===== src/rtl/stream_mux_rr.sv =====
// stream_mux_rr: N-channel registered stream mux with fixed-select or round-robin grant.
// Define STREAM_MUX_COUNT_EN to add the 16-bit xfer_count output transfer counter.
module stream_mux_rr #(
  parameter int WIDTH = 8,
  parameter int CHANNELS = 4,
  localparam int SEL_W = $clog2(CHANNELS)
) (
  input  logic                      clk,
  input  logic                      rst,
  input  logic [CHANNELS*WIDTH-1:0] in_data,
  input  logic [CHANNELS-1:0]       in_valid,
  output logic [CHANNELS-1:0]       in_ready,
  input  logic                      mode,
  input  logic [SEL_W-1:0]          sel,
  output logic [WIDTH-1:0]          out_data,
  output logic                      out_valid,
  input  logic                      out_ready,
  output logic [SEL_W-1:0]          out_chan
`ifdef STREAM_MUX_COUNT_EN
  ,output logic [15:0]              xfer_count
`endif
);
  logic [SEL_W-1:0] ptr_q, ptr_d, chan_q, chan_d, g, idx;
  logic [WIDTH-1:0] data_q, data_d;
  logic valid_q, valid_d, found, load, accept;
  // Fixed mode scans every channel but only matches sel, so an out-of-range sel grants nothing.
  always_comb begin
    found = 1'b0;
    g = '0;
    idx = '0;
    for (int k = 0; k < CHANNELS; k++) begin
      idx = mode ? SEL_W'((int'(ptr_q) + k) % CHANNELS) : SEL_W'(k);
      if (!found && in_valid[idx] && (mode || idx == sel)) begin
        found = 1'b1;
        g = idx;
      end
    end
  end
  assign load = ~valid_q | out_ready;
  assign accept = found & load & ~rst;
  assign in_ready = {{(CHANNELS-1){1'b0}}, accept} << g;
  always_comb begin
    data_d = accept ? in_data[g*WIDTH +: WIDTH] : data_q;
    chan_d = accept ? g : chan_q;
    valid_d = accept | (valid_q & ~out_ready);
    ptr_d = (accept & mode) ? ((int'(g) == CHANNELS-1) ? '0 : g + 1'b1) : ptr_q;
  end
  always_ff @(posedge clk or posedge rst) begin
    if (rst) begin
      data_q <= '0;
      chan_q <= '0;
      valid_q <= 1'b0;
      ptr_q <= '0;
    end else begin
      data_q <= data_d;
      chan_q <= chan_d;
      valid_q <= valid_d;
      ptr_q <= ptr_d;
    end
  end
  assign out_data = data_q;
  assign out_chan = chan_q;
  assign out_valid = valid_q;
`ifdef STREAM_MUX_COUNT_EN
  logic [15:0] cnt_q;
  always_ff @(posedge clk or posedge rst) begin
    if (rst) cnt_q <= '0;
    else if (valid_q & out_ready) cnt_q <= cnt_q + 16'd1;
  end
  assign xfer_count = cnt_q;
`endif
endmodule


===== config.mk =====
export PLATFORM = sky130hd
export DESIGN_NAME = stream_mux_rr
export DESIGN_NICKNAME = d
export VERILOG_FILES = /design/src/rtl/stream_mux_rr.sv
export SDC_FILE = /design/constraint.sdc
export NUM_CORES = 1
export LEC_CHECK = 0
export CAP_MARGIN = 10
export CORE_MARGIN = 3
export CORE_UTILIZATION = 38
export CTS_BUF_LIST = sky130_fd_sc_hd__clkbuf_8
export DETAILED_ROUTE_END_ITERATION = 16
export PLACE_DENSITY_LB_ADDON = 0.12
export REMOVE_ABC_BUFFERS = 1
export SETUP_SLACK_MARGIN = 0.05
export SLEW_MARGIN = 20
export SYNTH_ARGS = -nofsm -noshare
export SYNTH_HDL_FRONTEND = slang
export SYNTH_SLANG_ARGS = --single-unit

===== constraint.sdc =====
create_clock -name clk -period 2.95 [get_ports clk]
set_input_delay 0.4425 -clock clk [delete_from_list [all_inputs] [get_ports clk]]
set_output_delay 0.4425 -clock clk [all_outputs]
set_load 0.01 [all_outputs]

Yosys cells after proc, flatten, opt, wreduce, memory -nomap -nowiden
Cells that the tools add are included.

word-level totals
  register bits = 13
  word-level logic and storage cells = 63

operators by class
  equality and inequality tests = 5
  $lt $le $gt $ge = 4
  add/sub/neg operators = 4
  shifts and indexed selects = 2
  bitwise logic cells = 9
  reduce and logical (&&, ||, !) cells = 14
  multiplexer cells = 21

operators with widths
  kind                                                                           number
  32-bit by 6-bit variable part select with 8-bit output                         1
  2-bit 2-to-1 mux                                                               9
  2-bit by 3-bit less-than comparator with 1-bit output (second input constant)  4
  1-bit binary-select mux with 2-bit select                                      4
  2-bit == test                                                                  4
  1-bit 2-to-1 mux                                                               8
  1-bit logical AND                                                              7
  2-bit by 1-bit adder with 2-bit output (second input constant)                 2
  2-bit adder (second input constant)                                            2
  1-bit AND                                                                      4
  1-bit logical OR                                                               4
  1-bit by 2-bit << shifter with 4-bit output                                    1
  1-bit zero test                                                                3
  1-bit inverter                                                                 3
  2-bit by 1-bit == test with 1-bit output (second input constant)               1
  1-bit bitwise OR                                                               2

Logic depth before layout (Yosys ltp)
Gate-level depths: netlist (run 1).

  depth after elaboration = 20
  mapped depth = 10

Worst setup path before layout (run 1)
Ideal clock, no wire load.

  path kind = in2out
  from = in mode
  to = out in_ready[0]
  data arrival time = 2,103 ps
  stages on the path = 9
  setup slack = 404 ps
  cell sequence = and2_4 -> buf_6 -> or3b_1 -> a41oi_2 -> nor2_1 -> a22o_2 -> buf_4 -> or2_1 -> nor2_1

on the way
  elaborated cells on any way between the ends = 41
  classes of those cells = 4 x eq/ne; 1 x shift; 20 x mux; 2 x bitwise; 14 x reduce/logical

RTL lines
  what                                                                               line  source
  start, declared                                                                    13    input logic mode,
  2-bit 2-to-1 mux                                                                   32    idx = mode ? SEL_W'((int'(ptr_q) + k) % CHANNELS) : SEL_W'(k);
  1-bit binary-select mux with 2-bit select / 2-bit == test (equally long branches)  33    if (!found && in_valid[idx] && (mode || idx == sel)) begin
  1-bit 2-to-1 mux (implied by the code) / 1-bit logical OR (equally long branches)  33
  1-bit logical AND                                                                  33
  1-bit 2-to-1 mux                                                                   33
  1-bit zero test                                                                    33
  1-bit logical AND (2 in series)                                                    33
  1-bit 2-to-1 mux                                                                   33
  1-bit zero test                                                                    33
  1-bit logical AND (2 in series)                                                    33
  1-bit 2-to-1 mux                                                                   33
  1-bit zero test                                                                    33
  1-bit logical AND (2 in series)                                                    33
  2-bit 2-to-1 mux *                                                                 33
  named net g[1]                                                                     23    logic [SEL_W-1:0] ptr_q, ptr_d, chan_q, chan_d, g, idx;
  1-bit by 2-bit << shifter with 4-bit output *                                      41    assign in_ready = {{(CHANNELS-1){1'b0}}, accept} << g;
  end, declared                                                                      12    output logic [CHANNELS-1:0] in_ready,

The timed path passes the listed nets; every way through them passes the cells marked *. The select of a mux whose other input is x is not followed.

Worst setup path after layout (run 1)
  from = reg ptr_q[1]
  to = out in_ready[2]

on the way
  elaborated cells on any way between the ends = 44
  classes of those cells = 3 x add/sub; 4 x eq/ne; 1 x shift; 20 x mux; 2 x bitwise; 14 x reduce/logical

RTL lines
  what                                                                                             line  source
  start, declared                                                                                  23
  start signal, assigned                                                                           58    ptr_q <= ptr_d;
  parallel branches: the longest is 16 deep, another holds 2-bit by 1-bit adder with 2-bit output  --
  2-bit 2-to-1 mux *                                                                               33
  named net g[0]                                                                                   23
  1-bit by 2-bit << shifter with 4-bit output *                                                    41

Mark *: on every way through the listed nets, which the timed path passes. The select of a mux whose other input is x is not followed.

==> results of run 1 <==
worst min path at each step:
stage,from,end,depth (start not counted)
global placement,out_data[6],out_data[6],2
CTS,out_data[4],out_data[4],2
detailed placement,out_data[4],out_data[4],2
global route,out_data[6],out_data[6],2
floorplan,rst,out_chan[0],1
finish,out_data[4],out_data[4],2
final cells by class:
type / instances / area, sq um / share of cell area
multi-input combinational: 141 / 1070 / 0.452
timing repair buffer: 96 / 850 / 0.359
sequential: 13 / 327 / 0.138
tap: 46 / 57.6 / 0.0243
clock buffer: 3 / 41.3 / 0.0174
inverter: 5 / 18.8 / 0.00793
clock inverter: 1 / 3.75 / 0.00159
power groups by stage:
| stage | Combinational [uW] | Clock (uW) | Sequential, uW |
|---|---|---|---|
| 2_1_floorplan | 646 | 0 | 368 |
| 4_1_cts | 1290 | 164 | 331 |
| 5_1_grt | 1460 | 175 | 342 |
| 3_5_place_dp | 1240 | 0 | 332 |
| 3_3_place_gp | 1210 | 0 | 333 |
| 6_report | 1350 | 163 | 332 |
repair_timing:
item                       CTS  global route
buffers inserted             4             5
cloned                       0             0
setup endpoints to repair    4             4
pin swaps                    4             4
resized for setup           26             7
hold endpoints to repair     0             0
hold buffers                 0             0
cells by family (layout without fill, tap and decap cells):
group,after synthesis,in the layout
mux,6,6
compound gates,55,55
simple gates,78,78
fa+ha+maj,1,1
xor+xnor,1,1
buf+inv,19,105
flops,13,13
metrics by stage:
| stage | utilization | hold slack [ps] | setup TNS, ps | cells | total power [uW] |
|---|---|---|---|---|---|
| detailed placement | 0.632 | 477 | -1650 | 292 | 1570 |
| global placement | 0.632 | 467 | -1530 | 292 | 1540 |
| floorplan | - | 328 | 0 | 159 | 1010 |
| CTS | 0.659 | 491 | 0 | 300 | 1790 |
| finish | 0.672 | 487 | 0 | 305 | 1840 |
| global route | 0.672 | 522 | 0 | 305 | 1970 |
registers in the layout, indices dropped and copies added, names as in the netlist:
register	cells
out_chan	2
out_data	8
out_valid	1
ptr_q	2
layout by cell type (no fill, tap or decap), types with 2 or more instances in the layout:
master and count:
sky130_fd_sc_hd__nand3_1 9, sky130_fd_sc_hd__nor2_1 16, sky130_fd_sc_hd__buf_2 2, sky130_fd_sc_hd__dlygate4sd2_1 6, sky130_fd_sc_hd__clkdlybuf4s50_1 45, sky130_fd_sc_hd__clkbuf_8 3, sky130_fd_sc_hd__nand4_1 2, sky130_fd_sc_hd__o31ai_2 8
sky130_fd_sc_hd__clkdlybuf4s15_2 2, sky130_fd_sc_hd__a22oi_1 8, sky130_fd_sc_hd__mux2_2 3, sky130_fd_sc_hd__inv_1 6, sky130_fd_sc_hd__nand3b_1 4, sky130_fd_sc_hd__o22ai_1 2, sky130_fd_sc_hd__o2111a_1 8, sky130_fd_sc_hd__mux2i_1 2
sky130_fd_sc_hd__nand2b_1 6, sky130_fd_sc_hd__a21oi_2 2, sky130_fd_sc_hd__a31oi_2 2, sky130_fd_sc_hd__and2_4 2, sky130_fd_sc_hd__o21a_1 2, sky130_fd_sc_hd__a211oi_2 7, sky130_fd_sc_hd__buf_4 39, sky130_fd_sc_hd__nand2_1 30
sky130_fd_sc_hd__dfrtp_1 12
per-layer routing:
layer  vias up  part of all wire
met5         -                 0
met4         0            0.0027
met3         2             0.053
met2        48              0.50
met1       842              0.44
li1        824                 -
worst max-delay path: cells and delay by family, from the launching register on:
kind | cells | cell delay (ps)
DFF | 1 | 490
buffers and inverters | 4 | 680
AOI/OAI and AO/OA | 3 | 530
and+or+nand+nor | 2 | 410
==> impl_metrics.py, run 1 <==
metrics = {
    "floorplan": {
        "design.die.area_sq_um": 4650,
        "pin_count": 57,
        "initial_core_utilization": 0.418,
        "die_x_um": 68.2,
        "placementRows": 21,
        "dieHeight_um": 68.2,
        "floorplan.core_area_sq_um": 3520,
    },
    "routing": {
        "routed_wire_length_per_instance_um": 16.9,
        "route.detailed.drc": 0,
        "vias": 1716,
        "drtPass1Iterations": 4,
        "drt.antenna.violating_nets": 0,
        "postRouteWirelength_mm": 5.17,
        "detail_route.iter0.violations": 99,
        "viasPerCell": 5.63,
    },
    "placement": {
        "globalplace.congestion": 0.960,
        "place.detailed.hpwl_mm": 3.70,
        "port_buffers": 56,
        "preCtsSetupSlack_ps": -408,
        "post_dp_cell_area_sq_um": 2230,
    },
    "synth": {
        "post-synth-top-count-cell": "sky130_fd_sc_hd__nand2_1",
        "synth_top_family_by_area": "compound AO/OA/AOI/OAI gates",
        "synth_simple_gate_area_share": 0.258,
        "synth-adder-area-share": 0.00850,
        "synth.yosys.warnings": 0,
        "yosysSeqAreaShare": 0.221,
        "synth-seq-cells": 13,
        "synth.cell_area_sq_um": 1470,
        "synthFlopType": "sky130_fd_sc_hd__dfrtp_1",
        "synth_top_cell_area_share": 0.221,
        "synth_common_cells": "sky130_fd_sc_hd__nand2_1, sky130_fd_sc_hd__nor2_1, sky130_fd_sc_hd__dfrtp_1, sky130_fd_sc_hd__nand3_1",
        "syn-mean-instance-area_sq_um": 8.51,
        "post_synth_mux_area_share": 0.0519,
        "synth_compound_area_frac": 0.377,
        "yosys.area.top_type": "sky130_fd_sc_hd__dfrtp_1",
        "number_of_different_library_cells_in_the_post_synthesis_netlist": 52,
        "synthXorXnorAreaFrac": 0.00595,
        "number_of_enable_type_register_cells_in_the_synthesized_netlist": 0,
        "fraction_of_registers_with_async_set_or_reset_after_synthesis": 1.00,
        "postSynthCellCount": 173,
        "synth.area.top_cells": "sky130_fd_sc_hd__dfrtp_1, sky130_fd_sc_hd__nand2_1, sky130_fd_sc_hd__o31ai_2",
    },
    "power_and_ir_drop": {
        "power_frac_seq": 0.180,
        "cellPowerDensity_nw_per_um2": 779,
        "internal_power_uw": 1050,
        "power_switching_uw": 790,
        "ir_worst_vdd_mv": 0.479,
        "power_switching_share": 0.428,
        "combPwrFrac": 0.732,
        "power_leakage_uw": 0.00101,
        "share_clk_of_total_power": 0.088,
    },
    "hold_path": {
        "timing.hold.worst.class": "flop to flop",
    },
    "sta": {
        "max_clock_freq_mhz": 359,
        "worst-slew-pin-transition_ps": 586,
        "headroom_to_the_max_slew_limit": 0.609,
        "period_needed_ps": 2780,
        "layout_worst_path_cycle_share": 0.944,
        "finalWorstSetupSlack_ps": 167,
        "final-hold-violation-count": 0,
        "timing.final.setup_violations": 0,
        "final-max-slew-violation-count": 0,
        "finalClockSkew_ps": 5.63,
        "rsz0062_at_grt": "false",
    },
    "grt": {
        "total_global_routing_overflow": 0,
        "first_global_vias": 1784,
        "grt_antenna_before_repair": 0,
        "globalRouteMet1Util": 0.294,
        "grt_max_degree": 23,
        "first_pass_grt_wire_length_mm": 8.07,
        "grt.total_usage": 0.228,
        "busiest_layer": "met2",
        "use_met3": 0.0279,
        "grt.met2_usage": 0.404,
    },
    "setup_path": {
        "crit-reg2reg-capture": "ptr_q[1]",
        "crit_start": "ptr_q[1]",
        "worst_ep_arrival_time_ps": 2340,
        "r2r_slack_ps": 330,
        "crit_end_element": "output port",
        "endpoint": "in_ready[2]",
        "critical_path.startpoint_type": "flop",
        "max_stage_delay_ps": 490,
        "timing.rr.start": "ptr_q[0]",
        "path_max_fanout": 11,
        "timing.reg2reg.worst_path_depth": 9,
        "crit_path_cell_trace": "buf_4 > or2_2 > a21oi_2 > buf_4 > o22ai_1 > a21oi_2 > inv_1 > nor2_1 > clkdlybuf4s15_2",
        "critical_path.slowest_cell": "sky130_fd_sc_hd__dfrtp_2",
        "criticalPathCategory": "flop to output port",
        "critical_path_required_ps": 2510,
    },
    "clock_tree": {
        "cts_buffers": 3,
        "cts.htree.levels": 1,
        "clock_tree_from_tritoncts": "done",
        "clock-sinks": 13,
        "cts-root-to-sink-buffers": 2,
        "clock_tree.root_cell": "sky130_fd_sc_hd__clkbuf_8",
        "worst_skew_pair.late_latency_ps": 250,
        "path_clk_slew_ps": 60,
    },
    "final_layout": {
        "postLayoutCellArea_sq_um": 2370,
        "syn_to_final_growth_pct": 60.9,
        "final_layout_size_suffix_gt1_frac": 0.332,
        "nNetsFinal": 303,
        "antenna-diode-count": 0,
        "nFillCells": 327,
    },
    "flow_run": {
        "max-cap-violations": 0,
    },
    "status": {
        "run_status": "finished clean",
    },
}
Note: power is estimated with default switching activity, not from simulation.
==> run 2, diff against run 1 <==
- CTS_CLUSTER_DIAMETER: not set -> 200
- GPL_TIMING_DRIVEN: not set -> 0
- RECOVER_POWER: not set -> 25
==> impl_metrics.py, run 2 (synthesized netlist as in run 1, its figures left out) <==
metrics = {
    "sta": {
        "finalClockSkew_ps": 1.22,
        "headroom_to_the_max_slew_limit": 0.571,
        "timing.final.setup_violations": 0,
        "finalHoldWorstSlack_ps": 489,
        "period_needed_ps": 2830,
        "max_clock_freq_mhz": 353,
        "rsz0062_at_grt": "false",
        "final-max-slew-violation-count": 0,
        "layout_worst_path_cycle_share": 0.961,
        "final-hold-violation-count": 0,
        "worst-slew-pin-transition_ps": 644,
    },
    "grt": {
        "grt_antenna_before_repair": 0,
        "grt.total_usage": 0.212,
        "grt_max_degree": 19,
        "first_pass_grt_wire_length_mm": 7.41,
        "total_global_routing_overflow": 0,
        "first_global_vias": 1503,
    },
    "final_layout": {
        "layout_commonest_cell": "sky130_fd_sc_hd__clkdlybuf4s50_1",
        "syn_to_final_growth_pct": 50.3,
        "layoutNonFillerInstCount": 282,
        "antenna-diode-count": 0,
        "nNetsFinal": 280,
        "final_layout_size_suffix_gt1_frac": 0.275,
        "largest_register_ffs": 8,
        "most-common-layout-cells": "sky130_fd_sc_hd__clkdlybuf4s50_1, sky130_fd_sc_hd__nand2_1, sky130_fd_sc_hd__nor2_1, sky130_fd_sc_hd__buf_4, sky130_fd_sc_hd__dfrtp_1",
    },
    "clock_tree": {
        "clock_tree_from_tritoncts": "done",
        "cts.htree.levels": 1,
        "cts-root-to-sink-buffers": 2,
        "clock_tree.root_cell": "sky130_fd_sc_hd__clkbuf_8",
        "worst_skew_pair.late_latency_ps": 240,
        "path_clk_slew_ps": 60,
        "cts_buffers": 3,
        "clock-sinks": 13,
        "cts_hold_repair.buffers": 0,
    },
    "routing": {
        "drt.antenna.violating_nets": 0,
        "route.detailed.drc": 0,
        "routed_wire_length_per_instance_um": 17.1,
        "detail_route.iter0.violations": 84,
        "viasPerCell": 5.74,
        "drtPass1Iterations": 4,
        "vias": 1619,
        "postRouteWirelength_mm": 4.82,
    },
    "power_and_ir_drop": {
        "power_leakage_uw": 0.000906,
        "ir_worst_vdd_mv": 0.421,
        "finalPower_uw": 1770,
        "cellPowerDensity_nw_per_um2": 802,
    },
    "floorplan": {
        "initial_core_utilization": 0.418,
        "design.die.area_sq_um": 4650,
        "floorplan.core_area_sq_um": 3520,
        "die_x_um": 68.2,
        "dieHeight_um": 68.2,
        "placementRows": 21,
        "pin_count": 57,
    },
    "hold_path": {
        "timing.hold.worst.class": "flop to flop",
    },
    "setup_path": {
        "r2r_slack_ps": 450,
        "worst_ep_arrival_time_ps": 2390,
        "criticalPathCategory": "primary input to output port",
        "critical_path_required_ps": 2510,
        "critical_path.startpoint_type": "primary input",
        "crit_end_element": "output port",
        "path_max_fanout": 8,
    },
    "flow_run": {
        "max-cap-violations": 0,
    },
    "status": {
        "run_status": "finished clean",
    },
    "placement": {
        "place.detailed.hpwl_mm": 3.08,
        "port_buffers": 56,
        "globalplace.congestion": 0.851,
        "placedCellCount": 261,
    },
}
==> run 2: final cells by class <==
cell class / count / area, sq um
fill: 305 / 1310
multi-input combinational: 143 / 1120
timing repair buffer: 71 / 643
sequential: 13 / 328
tap: 46 / 57.6
clock buffer: 3 / 41.3
inverter: 5 / 18.8
clock inverter: 1 / 3.75
==> run 2: path summary, 6_finish.rpt <==
path | start | cells after the start | to
max | in_valid[3] | 9 | in_ready[0]
max reg2reg | ptr_q[1] | 8 | out_data[2]
min reg2reg | out_data[3] | 2 | out_data[3]
max in group asynchronous | rst | 2 | ptr_q[0]
min | out_data[3] | 2 | out_data[3]
min in group asynchronous | rst | 2 | out_valid
==> run 2: where the power goes <==
group	total [uW]	internal, uW	switching [uW]
combinational	1290	636	651
clock	160	92.0	67.5
sequential	326	263	63.2
total	1770	991	782
==> run 2: critical path, cell delays in order <==
cell and delay [ps]:
sky130_fd_sc_hd__dlygate4sd2_1 360, sky130_fd_sc_hd__mux2i_1 210, sky130_fd_sc_hd__nand2b_4 180, sky130_fd_sc_hd__a41oi_2 250
sky130_fd_sc_hd__nor2_4 90, sky130_fd_sc_hd__a221o_4 410, sky130_fd_sc_hd__or2_1 230, sky130_fd_sc_hd__nor2_1 80
sky130_fd_sc_hd__buf_2 130
==> run 2: repair_timing <==
item / CTS / global route
pin swaps: 5 / 2
endpoints found under the setup margin: 16 / 4
buffers inserted: 7 / 8
resized for setup: 37 / 6
gates cloned: 2 / 0
==> run 2: stage by stage <==
step / area (sq um) / setup WS (ps) / util / TNS, ps
global route: 2210 / 57.3 / 0.628 / 0
detailed placement: 1990 / -1370 / 0.566 / -11710
floorplan: 1380 / 144 / - / 0
finish: 2210 / 116 / 0.628 / 0
global placement: 1990 / -1340 / 0.566 / -11050
CTS: 2150 / 19.1 / 0.611 / 0
==> run 2: routing by layer <==
| layer | global-route usage | part of all wire | up-vias |
|---|---|---|---|
| met1 | 0.271 | 0.44 | 755 |
| met3 | 0.0296 | 0.056 | 11 |
| met2 | 0.360 | 0.48 | 62 |
| met4 | 0.0769 | 0.019 | 0 |
| met5 | 0 | 0 | - |
| li1 | - | - | 791 |
